### src/rtl/alu_seq_pkg.sv
// Shared definitions for the ALU command sequencer: default widths, the
// sequencer state encoding and the named ALU opcodes used by the ALU tests.
package alu_seq_pkg;

    localparam int DATA_W_DEF = 8;
    localparam int OP_W_DEF   = 4;

    typedef enum logic [1:0] {
        ST_IDLE  = 2'd0,
        ST_ISSUE = 2'd1,
        ST_WAIT  = 2'd2,
        ST_RESP  = 2'd3
    } seq_state_e;

    localparam logic [3:0] OP_ADD   = 4'b0001;
    localparam logic [3:0] OP_SUB   = 4'b0010;
    localparam logic [3:0] OP_MUL   = 4'b0011;
    localparam logic [3:0] OP_AND   = 4'b0100;
    localparam logic [3:0] OP_OR    = 4'b0101;
    localparam logic [3:0] OP_XOR   = 4'b0110;
    localparam logic [3:0] OP_NAND  = 4'b0111;
    localparam logic [3:0] OP_NOT   = 4'b1000;
    localparam logic [3:0] OP_SHL   = 4'b1001;
    localparam logic [3:0] OP_SHR   = 4'b1010;
    localparam logic [3:0] OP_PASSA = 4'b1011;
    localparam logic [3:0] OP_PASSB = 4'b1100;
    localparam logic [3:0] OP_INC   = 4'b1101;
    localparam logic [3:0] OP_DEC   = 4'b1110;
    localparam logic [3:0] OP_CAT   = 4'b1111;

endpackage

### src/rtl/alu_cmd_fifo.sv
// Synchronous command FIFO with asynchronous active-low reset.
// Writes are dropped when full and reads are ignored when empty; the head
// entry is presented combinationally on o_rdata.
module alu_cmd_fifo #(
    parameter int WIDTH = 20,
    parameter int DEPTH = 4
) (
    input  logic                     clk,
    input  logic                     rst_n,
    input  logic                     i_push,
    input  logic [WIDTH-1:0]         i_wdata,
    input  logic                     i_pop,
    output logic [WIDTH-1:0]         o_rdata,
    output logic                     o_full,
    output logic                     o_empty,
    output logic [$clog2(DEPTH):0]   o_count
);

    localparam int PTR_W = $clog2(DEPTH);
    localparam int CNT_W = PTR_W + 1;

    logic [WIDTH-1:0] r_mem [DEPTH];
    logic [PTR_W-1:0] r_wr_ptr;
    logic [PTR_W-1:0] r_rd_ptr;
    logic [CNT_W-1:0] r_count;
    logic             w_do_push;
    logic             w_do_pop;

    assign o_full    = (r_count == CNT_W'(DEPTH));
    assign o_empty   = (r_count == CNT_W'(0));
    assign o_count   = r_count;
    assign o_rdata   = r_mem[r_rd_ptr];
    assign w_do_push = i_push && !o_full;
    assign w_do_pop  = i_pop && !o_empty;

    // Storage array: written at the write pointer on an accepted push.
    always_ff @(posedge clk or negedge rst_n) begin
        if (!rst_n) begin
            for (int i = 0; i < DEPTH; i++) begin
                r_mem[i] <= '0;
            end
        end else if (w_do_push) begin
            r_mem[r_wr_ptr] <= i_wdata;
        end
    end

    // Pointers wrap naturally because DEPTH is a power of two.
    always_ff @(posedge clk or negedge rst_n) begin
        if (!rst_n) begin
            r_wr_ptr <= '0;
            r_rd_ptr <= '0;
        end else begin
            if (w_do_push) begin
                r_wr_ptr <= r_wr_ptr + PTR_W'(1);
            end
            if (w_do_pop) begin
                r_rd_ptr <= r_rd_ptr + PTR_W'(1);
            end
        end
    end

    // Occupancy: a simultaneous push and pop leaves the count unchanged.
    always_ff @(posedge clk or negedge rst_n) begin
        if (!rst_n) begin
            r_count <= '0;
        end else begin
            case ({w_do_push, w_do_pop})
                2'b10:   r_count <= r_count + CNT_W'(1);
                2'b01:   r_count <= r_count - CNT_W'(1);
                default: r_count <= r_count;
            endcase
        end
    end

endmodule

### src/rtl/alu_cmd_sequencer.sv
// Issue stage in front of the ALU: buffers commands in a FIFO, drives one
// command at a time onto the ALU, waits ALU_LAT cycles and holds the
// captured result until the consumer takes it.
module alu_cmd_sequencer
    import alu_seq_pkg::*;
#(
    parameter int   DATA_W     = DATA_W_DEF,
    parameter int   OP_W       = OP_W_DEF,
    parameter int   FIFO_DEPTH = 4,
    parameter int   ALU_LAT    = 1,
    parameter logic EN_ASSERT  = 1'b0
) (
    input  logic                          clk,
    input  logic                          rst_n,
    input  logic                          cmd_valid,
    output logic                          cmd_ready,
    input  logic [DATA_W-1:0]             cmd_a,
    input  logic [DATA_W-1:0]             cmd_b,
    input  logic [OP_W-1:0]               cmd_op,
    output logic [DATA_W-1:0]             alu_a,
    output logic [DATA_W-1:0]             alu_b,
    output logic [OP_W-1:0]               alu_s,
    output logic                          alu_en,
    input  logic [2*DATA_W-1:0]           alu_y,
    input  logic                          alu_carry,
    input  logic                          alu_zero,
    output logic                          rsp_valid,
    input  logic                          rsp_ready,
    output logic [2*DATA_W-1:0]           rsp_y,
    output logic                          rsp_carry,
    output logic                          rsp_zero,
    output logic                          busy,
    output logic [$clog2(FIFO_DEPTH):0]   fifo_count
);

    localparam int CMD_W  = 2 * DATA_W + OP_W;
    localparam int WCNT_W = (ALU_LAT > 1) ? $clog2(ALU_LAT) : 1;

    seq_state_e         r_state;
    seq_state_e         w_next_state;
    logic [WCNT_W-1:0]  r_wait_cnt;
    logic               w_wait_last;

    logic [CMD_W-1:0]   w_cmd_word;
    logic [CMD_W-1:0]   w_fifo_rdata;
    logic [CMD_W-1:0]   w_issue_word;
    logic               w_fifo_full;
    logic               w_fifo_empty;
    logic               w_push;
    logic               w_pop;

    logic               w_alu_en_nxt;
    logic               w_load_issue;
    logic               w_capture;
    logic               w_rsp_take;

    logic [DATA_W-1:0]   r_alu_a;
    logic [DATA_W-1:0]   r_alu_b;
    logic [OP_W-1:0]     r_alu_s;
    logic                r_alu_en;
    logic                r_rsp_valid;
    logic [2*DATA_W-1:0] r_rsp_y;
    logic                r_rsp_carry;
    logic                r_rsp_zero;

    assign w_cmd_word = {cmd_op, cmd_a, cmd_b};
    assign w_push     = cmd_valid && !w_fifo_full;
    assign w_pop      = (r_state == ST_ISSUE);

    // When RESP hands over to ISSUE on the same edge an entry is pushed into
    // an empty FIFO, the head is not yet readable, so take the incoming word.
    assign w_issue_word = w_fifo_empty ? w_cmd_word : w_fifo_rdata;
    assign w_wait_last  = (r_wait_cnt == WCNT_W'(ALU_LAT - 1));
    assign w_rsp_take   = r_rsp_valid && rsp_ready;

    alu_cmd_fifo #(
        .WIDTH (CMD_W),
        .DEPTH (FIFO_DEPTH)
    ) u_fifo (
        .clk     (clk),
        .rst_n   (rst_n),
        .i_push  (w_push),
        .i_wdata (w_cmd_word),
        .i_pop   (w_pop),
        .o_rdata (w_fifo_rdata),
        .o_full  (w_fifo_full),
        .o_empty (w_fifo_empty),
        .o_count (fifo_count)
    );

    // State register.
    always_ff @(posedge clk or negedge rst_n) begin
        if (!rst_n) begin
            r_state <= ST_IDLE;
        end else begin
            r_state <= w_next_state;
        end
    end

    // Next-state logic.
    always_comb begin
        w_next_state = r_state;
        case (r_state)
            ST_IDLE: begin
                if (!w_fifo_empty && !r_rsp_valid) begin
                    w_next_state = ST_ISSUE;
                end else begin
                    w_next_state = ST_IDLE;
                end
            end
            ST_ISSUE: begin
                w_next_state = ST_WAIT;
            end
            ST_WAIT: begin
                if (w_wait_last) begin
                    w_next_state = ST_RESP;
                end else begin
                    w_next_state = ST_WAIT;
                end
            end
            ST_RESP: begin
                if (w_rsp_take) begin
                    if (!w_fifo_empty || w_push) begin
                        w_next_state = ST_ISSUE;
                    end else begin
                        w_next_state = ST_IDLE;
                    end
                end else begin
                    w_next_state = ST_RESP;
                end
            end
            default: begin
                w_next_state = ST_IDLE;
            end
        endcase
    end

    // Output decode: what the registered outputs take on the coming edge.
    always_comb begin
        w_alu_en_nxt = ~EN_ASSERT;
        w_load_issue = 1'b0;
        w_capture    = 1'b0;
        if ((w_next_state == ST_ISSUE) || (w_next_state == ST_WAIT)) begin
            w_alu_en_nxt = EN_ASSERT;
        end else begin
            w_alu_en_nxt = ~EN_ASSERT;
        end
        if ((w_next_state == ST_ISSUE) && (r_state != ST_ISSUE)) begin
            w_load_issue = 1'b1;
        end else begin
            w_load_issue = 1'b0;
        end
        if ((r_state == ST_WAIT) && w_wait_last) begin
            w_capture = 1'b1;
        end else begin
            w_capture = 1'b0;
        end
    end

    // ALU latency counter, running only while in WAIT.
    always_ff @(posedge clk or negedge rst_n) begin
        if (!rst_n) begin
            r_wait_cnt <= '0;
        end else if ((r_state == ST_WAIT) && !w_wait_last) begin
            r_wait_cnt <= r_wait_cnt + WCNT_W'(1);
        end else begin
            r_wait_cnt <= '0;
        end
    end

    // ALU drive registers: operands load on entry to ISSUE and then hold.
    always_ff @(posedge clk or negedge rst_n) begin
        if (!rst_n) begin
            r_alu_a  <= '0;
            r_alu_b  <= '0;
            r_alu_s  <= '0;
            r_alu_en <= ~EN_ASSERT;
        end else begin
            r_alu_en <= w_alu_en_nxt;
            if (w_load_issue) begin
                r_alu_s <= w_issue_word[CMD_W-1 -: OP_W];
                r_alu_a <= w_issue_word[2*DATA_W-1 -: DATA_W];
                r_alu_b <= w_issue_word[DATA_W-1:0];
            end
        end
    end

    // Response register: captured at the end of WAIT, held until taken.
    always_ff @(posedge clk or negedge rst_n) begin
        if (!rst_n) begin
            r_rsp_valid <= 1'b0;
            r_rsp_y     <= '0;
            r_rsp_carry <= 1'b0;
            r_rsp_zero  <= 1'b0;
        end else if (w_capture) begin
            r_rsp_valid <= 1'b1;
            r_rsp_y     <= alu_y;
            r_rsp_carry <= alu_carry;
            r_rsp_zero  <= alu_zero;
        end else if (w_rsp_take) begin
            r_rsp_valid <= 1'b0;
        end
    end

    assign cmd_ready = !w_fifo_full;
    assign alu_a     = r_alu_a;
    assign alu_b     = r_alu_b;
    assign alu_s     = r_alu_s;
    assign alu_en    = r_alu_en;
    assign rsp_valid = r_rsp_valid;
    assign rsp_y     = r_rsp_y;
    assign rsp_carry = r_rsp_carry;
    assign rsp_zero  = r_rsp_zero;
    assign busy      = (r_state != ST_IDLE) || !w_fifo_empty;

endmodule
### config.mk
export PLATFORM = sky130hd
export DESIGN_NAME = alu_cmd_sequencer
export DESIGN_NICKNAME = d
export VERILOG_FILES = /design/src/rtl/alu_seq_pkg.sv /design/src/rtl/alu_cmd_fifo.sv /design/src/rtl/alu_cmd_sequencer.sv
export SDC_FILE = /design/constraint.sdc
export NUM_CORES = 1
export LEC_CHECK = 0
export CAP_MARGIN = 10
export CORE_ASPECT_RATIO = 1.4
export CORE_UTILIZATION = 45
export DETAILED_ROUTE_END_ITERATION = 10
export PLACE_DENSITY = 0.65
export SLEW_MARGIN = 5
export SYNTH_ARGS = -nofsm -noshare
export SYNTH_HDL_FRONTEND = slang
export SYNTH_SLANG_ARGS = --single-unit
### constraint.sdc
create_clock -name clk -period 3.15 [get_ports clk]
set_clock_uncertainty 0.2 [all_clocks]
set_input_delay 0.63 -clock clk [delete_from_list [all_inputs] [get_ports clk]]
set_output_delay 0.63 -clock clk [all_outputs]
set_load 0.02 [all_outputs]
==> impl_metrics.csv <==
group,metric,value,unit
final_layout,diodes,0,
clock_tree,ctsHtreeMaxLevel,4,
sta,slew_headroom,35.67,%
floorplan,row_count,48,
synthesis,yosysSeqAreaShare,56.96,%
final_layout,fin_area,0.007387,mm^2
clock_tree,clkLatencyLatePin,0.41,ns
drt,routedWlPerCell,18.57,um
final_layout,final_layout_size_suffix_gt1_share,31.19,%
global_routing,grt_first_pass_wirelength,20.51,mm
setup_path,cp.required,2.32,ns
job,cap_violations,0,
drt,route.detailed.drc,0,
setup_path,crit_type,"flop to output pin",
drt,postRouteAntennaNets,0,
sta,rsz0062_at_grt,"no",
placed_design,pre_cts_slack,0.4304,ns
setup_path,cp_slowest_cell,"clkdlybuf4s50_1",
min_path,hold_class,"flop to flop",
power,p_leak,3.139,nW
clock_tree,cts_buffers,17,
synthesis,yosysUniqueCellTypes,32,
placed_design,io_buffers,86,
floorplan,ios,87,
synthesis,synth_area_per_cell,14.25,um^2
clock_tree,tritoncts,"built",
drt,viasPerCell,5.501,
clock_tree,cts.sinks,130,
placed_design,finalWeightedCongestion,0.7075,
setup_path,worstPathArrival,1.97,ns
setup_path,reg2reg_depth,8,
synthesis,yosys.area.top_type_share,56.50,%
placed_design,dp_cells,630,
drt,vias,3647,
placed_design,place_area,0.006768,mm^2
synthesis,synth_top_cell_by_area,"dfrtp_1",
synthesis,synth_area_leaders,"dfrtp_1 (57%), mux2_2 (16%), mux4_2 (7.9%)",
global_routing,antenna_found_initial,0,
synthesis,ys_ff_latch,130,
sta,finalMaxSlewViolations,0,
synthesis,syn_nets,450,
floorplan,die-area,0.01316,mm^2
floorplan,design.core.area,0.01237,mm^2
global_routing,grt_usage,20.45,%
outcome,status,"finished, final reports clean",
setup_path,cp-start-kind,"flop",
sta,layout_setup_ws,0.3500,ns
global_routing,gr-total-overflow,0,
synthesis,syn_inst,401,
setup_path,path_cells,"or3b_1 > clkdlybuf4s50_1",
clock_tree,cts_root_buffer,"clkbuf_16",
sta,finalSetupTns,0,ns
clock_tree,clk_pin_slew_worst_paths,0.06,ns
power,powerDensity,1125,mW/mm^2
setup_path,max_stage_delay,0.59,ns
min_path,worstHoldPathCells,1,
setup_path,cp_max_fo,6,
floorplan,die_y,135.3,um
floorplan,dieWidth,97.23,um
drt,drt_pre_antenna_iters,4,
final_layout,area_growth,29.30,%
synthesis,netlist_area,0.005713,mm^2
setup_path,cp-end-kind,"output pin",
synthesis,ys_warn_count,0,
final_layout,final_nets,549,
drt,drt-initial-drc-count,106,
sta,hold_viol,0,
global_routing,grt_start_max_net_pins,51,
sta,tightest_slew,0.9650,ns
floorplan,start_util,46.18,%
sta,setup_viol,0,
sta,finalCritPeriodShare,88.89,%
sta,period_minus_slack,2.800,ns
drt,routed_wl,12.31,mm
global_routing,first_global_vias,3939,
sta,max_freq,357.1,MHz
final_layout,instances_no_fill,663,
clock_tree,clockBufferDepth,2,
power,ir_worst_vdd,0.0005243,V
placed_design,place_hpwl,7.937,mm
path summary, 6_finish.rpt:
kind                              startpoint                end  slack [ns]
hold / removal               u_fifo.r_mem[8]    u_fifo.r_mem[8]        0.29
hold reg to reg              u_fifo.r_mem[8]    u_fifo.r_mem[8]        0.29
setup reg to reg           u_fifo.o_count[0]  u_fifo.o_count[2]        0.67
setup / recovery           u_fifo.o_count[0]          cmd_ready        0.35
max in group asynchronous              rst_n             alu_en        1.53
min in group asynchronous              rst_n   u_fifo.r_mem[77]        0.47
worst max-delay path, delay by kind of cell (launching register included):
family / cells / cell delay (ns)
flip-flops: 1 / 0.44
AND/OR/NAND/NOR: 1 / 0.52
buffers and inverters: 1 / 0.59
cells in the mapped netlist (all sizes together):
| cell | instances |
|---|---|
| dfrtp | 129 |
| mux2 | 99 |
| nand2 | 42 |
| a21oi | 21 |
| a31oi | 20 |
| mux4 | 20 |
| buf | 16 |
| clkbuf | 9 |
| inv | 7 |
| ha | 6 |
| nand3 | 5 |
| nor2 | 4 |
| xor2 | 4 |
| o21ai | 3 |
| nor3b | 2 |
| xnor2 | 2 |
| a21o | 1 |
| and2 | 1 |
| conb | 1 |
| dfstp | 1 |
| fa | 1 |
| mux2i | 1 |
| nand2b | 1 |
| nand3b | 1 |
| nand4 | 1 |
| nor3 | 1 |
| or3 | 1 |
| or3b | 1 |
power breakdown:
| group | leakage, nW | internal (mW) | total [mW] | switching [mW] |
|---|---|---|---|---|
| sequential | 1.53 | 2.52 | 3.04 | 0.515 |
| combinational | 1.31 | 1.85 | 3.29 | 1.44 |
| clock | 0.305 | 1.28 | 1.98 | 0.700 |
| total | 3.14 | 5.66 | 8.31 | 2.66 |
stage by stage:
stage / utilization (%) / hold slack, ns / power (mW)
3_3_place_gp: 54.70 / 0.2685 / 6.259
6_report: 59.71 / 0.2911 / 8.314
2_1_floorplan: - / 0.1344 / 5.193
5_1_grt: 59.71 / 0.3045 / 8.803
3_5_place_dp: 54.70 / 0.2807 / 6.371
4_1_cts: 59.71 / 0.2962 / 8.402
sequential cells by signal (all words and copies together) (netlist names):
name	cells
r_wait_cnt	1
u_fifo.r_mem	80
alu_b	8
alu_s	4
u_fifo.r_wr_ptr	2
rsp_y	16
rsp_zero	1
r_state	2
rsp_valid	1
u_fifo.o_count	3
u_fifo.r_rd_ptr	2
alu_a	8
alu_en	1
rsp_carry	1
cell type report:
cell class	count	area, um^2
Inverter	7	26.28
Sequential cell	130	3254
Tap cell	150	187.7
Clock buffer	23	508.0
Clock inverter	9	101.3
Multi-Input combinational cell	239	2268
Fill cell	992	4985
Timing Repair Buffer	105	1041
kinds of logic after synthesis:
group	count (synthesis)	synth area share (%)
AO/OA/AOI/OAI	45	4.424
XOR/XNOR	6	0.9198
adder cells (fa/ha/maj)	7	1.664
buffers and inverters	32	3.504
flip-flops	130	56.96
multiplexers	120	27.57
other	1	0.06564
AND/OR/NAND/NOR	60	4.884
cells in the final DEF (no fill, tap or decap), types with 4 or more instances in the layout:
cell type and n:
dfrtp_1 129, clkdlybuf4s50_1 85, mux2_2 82, nand2_1 42, a21oi_1 21, mux4_2 20, a31oi_1 20, mux2_1 17
clkbuf_16 17, buf_4 16, inv_1 7, ha_1 6, clkbuf_8 6, clkinv_2 5, nor2_1 4, nand3_2 4
xor2_1 4
layer usage:
metal  vias up  routed length, um  global-route usage (%)
met5         -                  0                       0
met3        15                519                   5.831
met2        81               6534                   35.29
met1      1908               5089                   24.09
li1       1643                  -                       -
met4         0                170                   8.415
what timing repair did:
action	4_1_cts	5_1_grt
gates resized for setup	0	0
hold buffers	1	0
setup buffers	0	0
hold endpoints to repair	24	0
No activity file was read; power rests on OpenSTA's default activity.
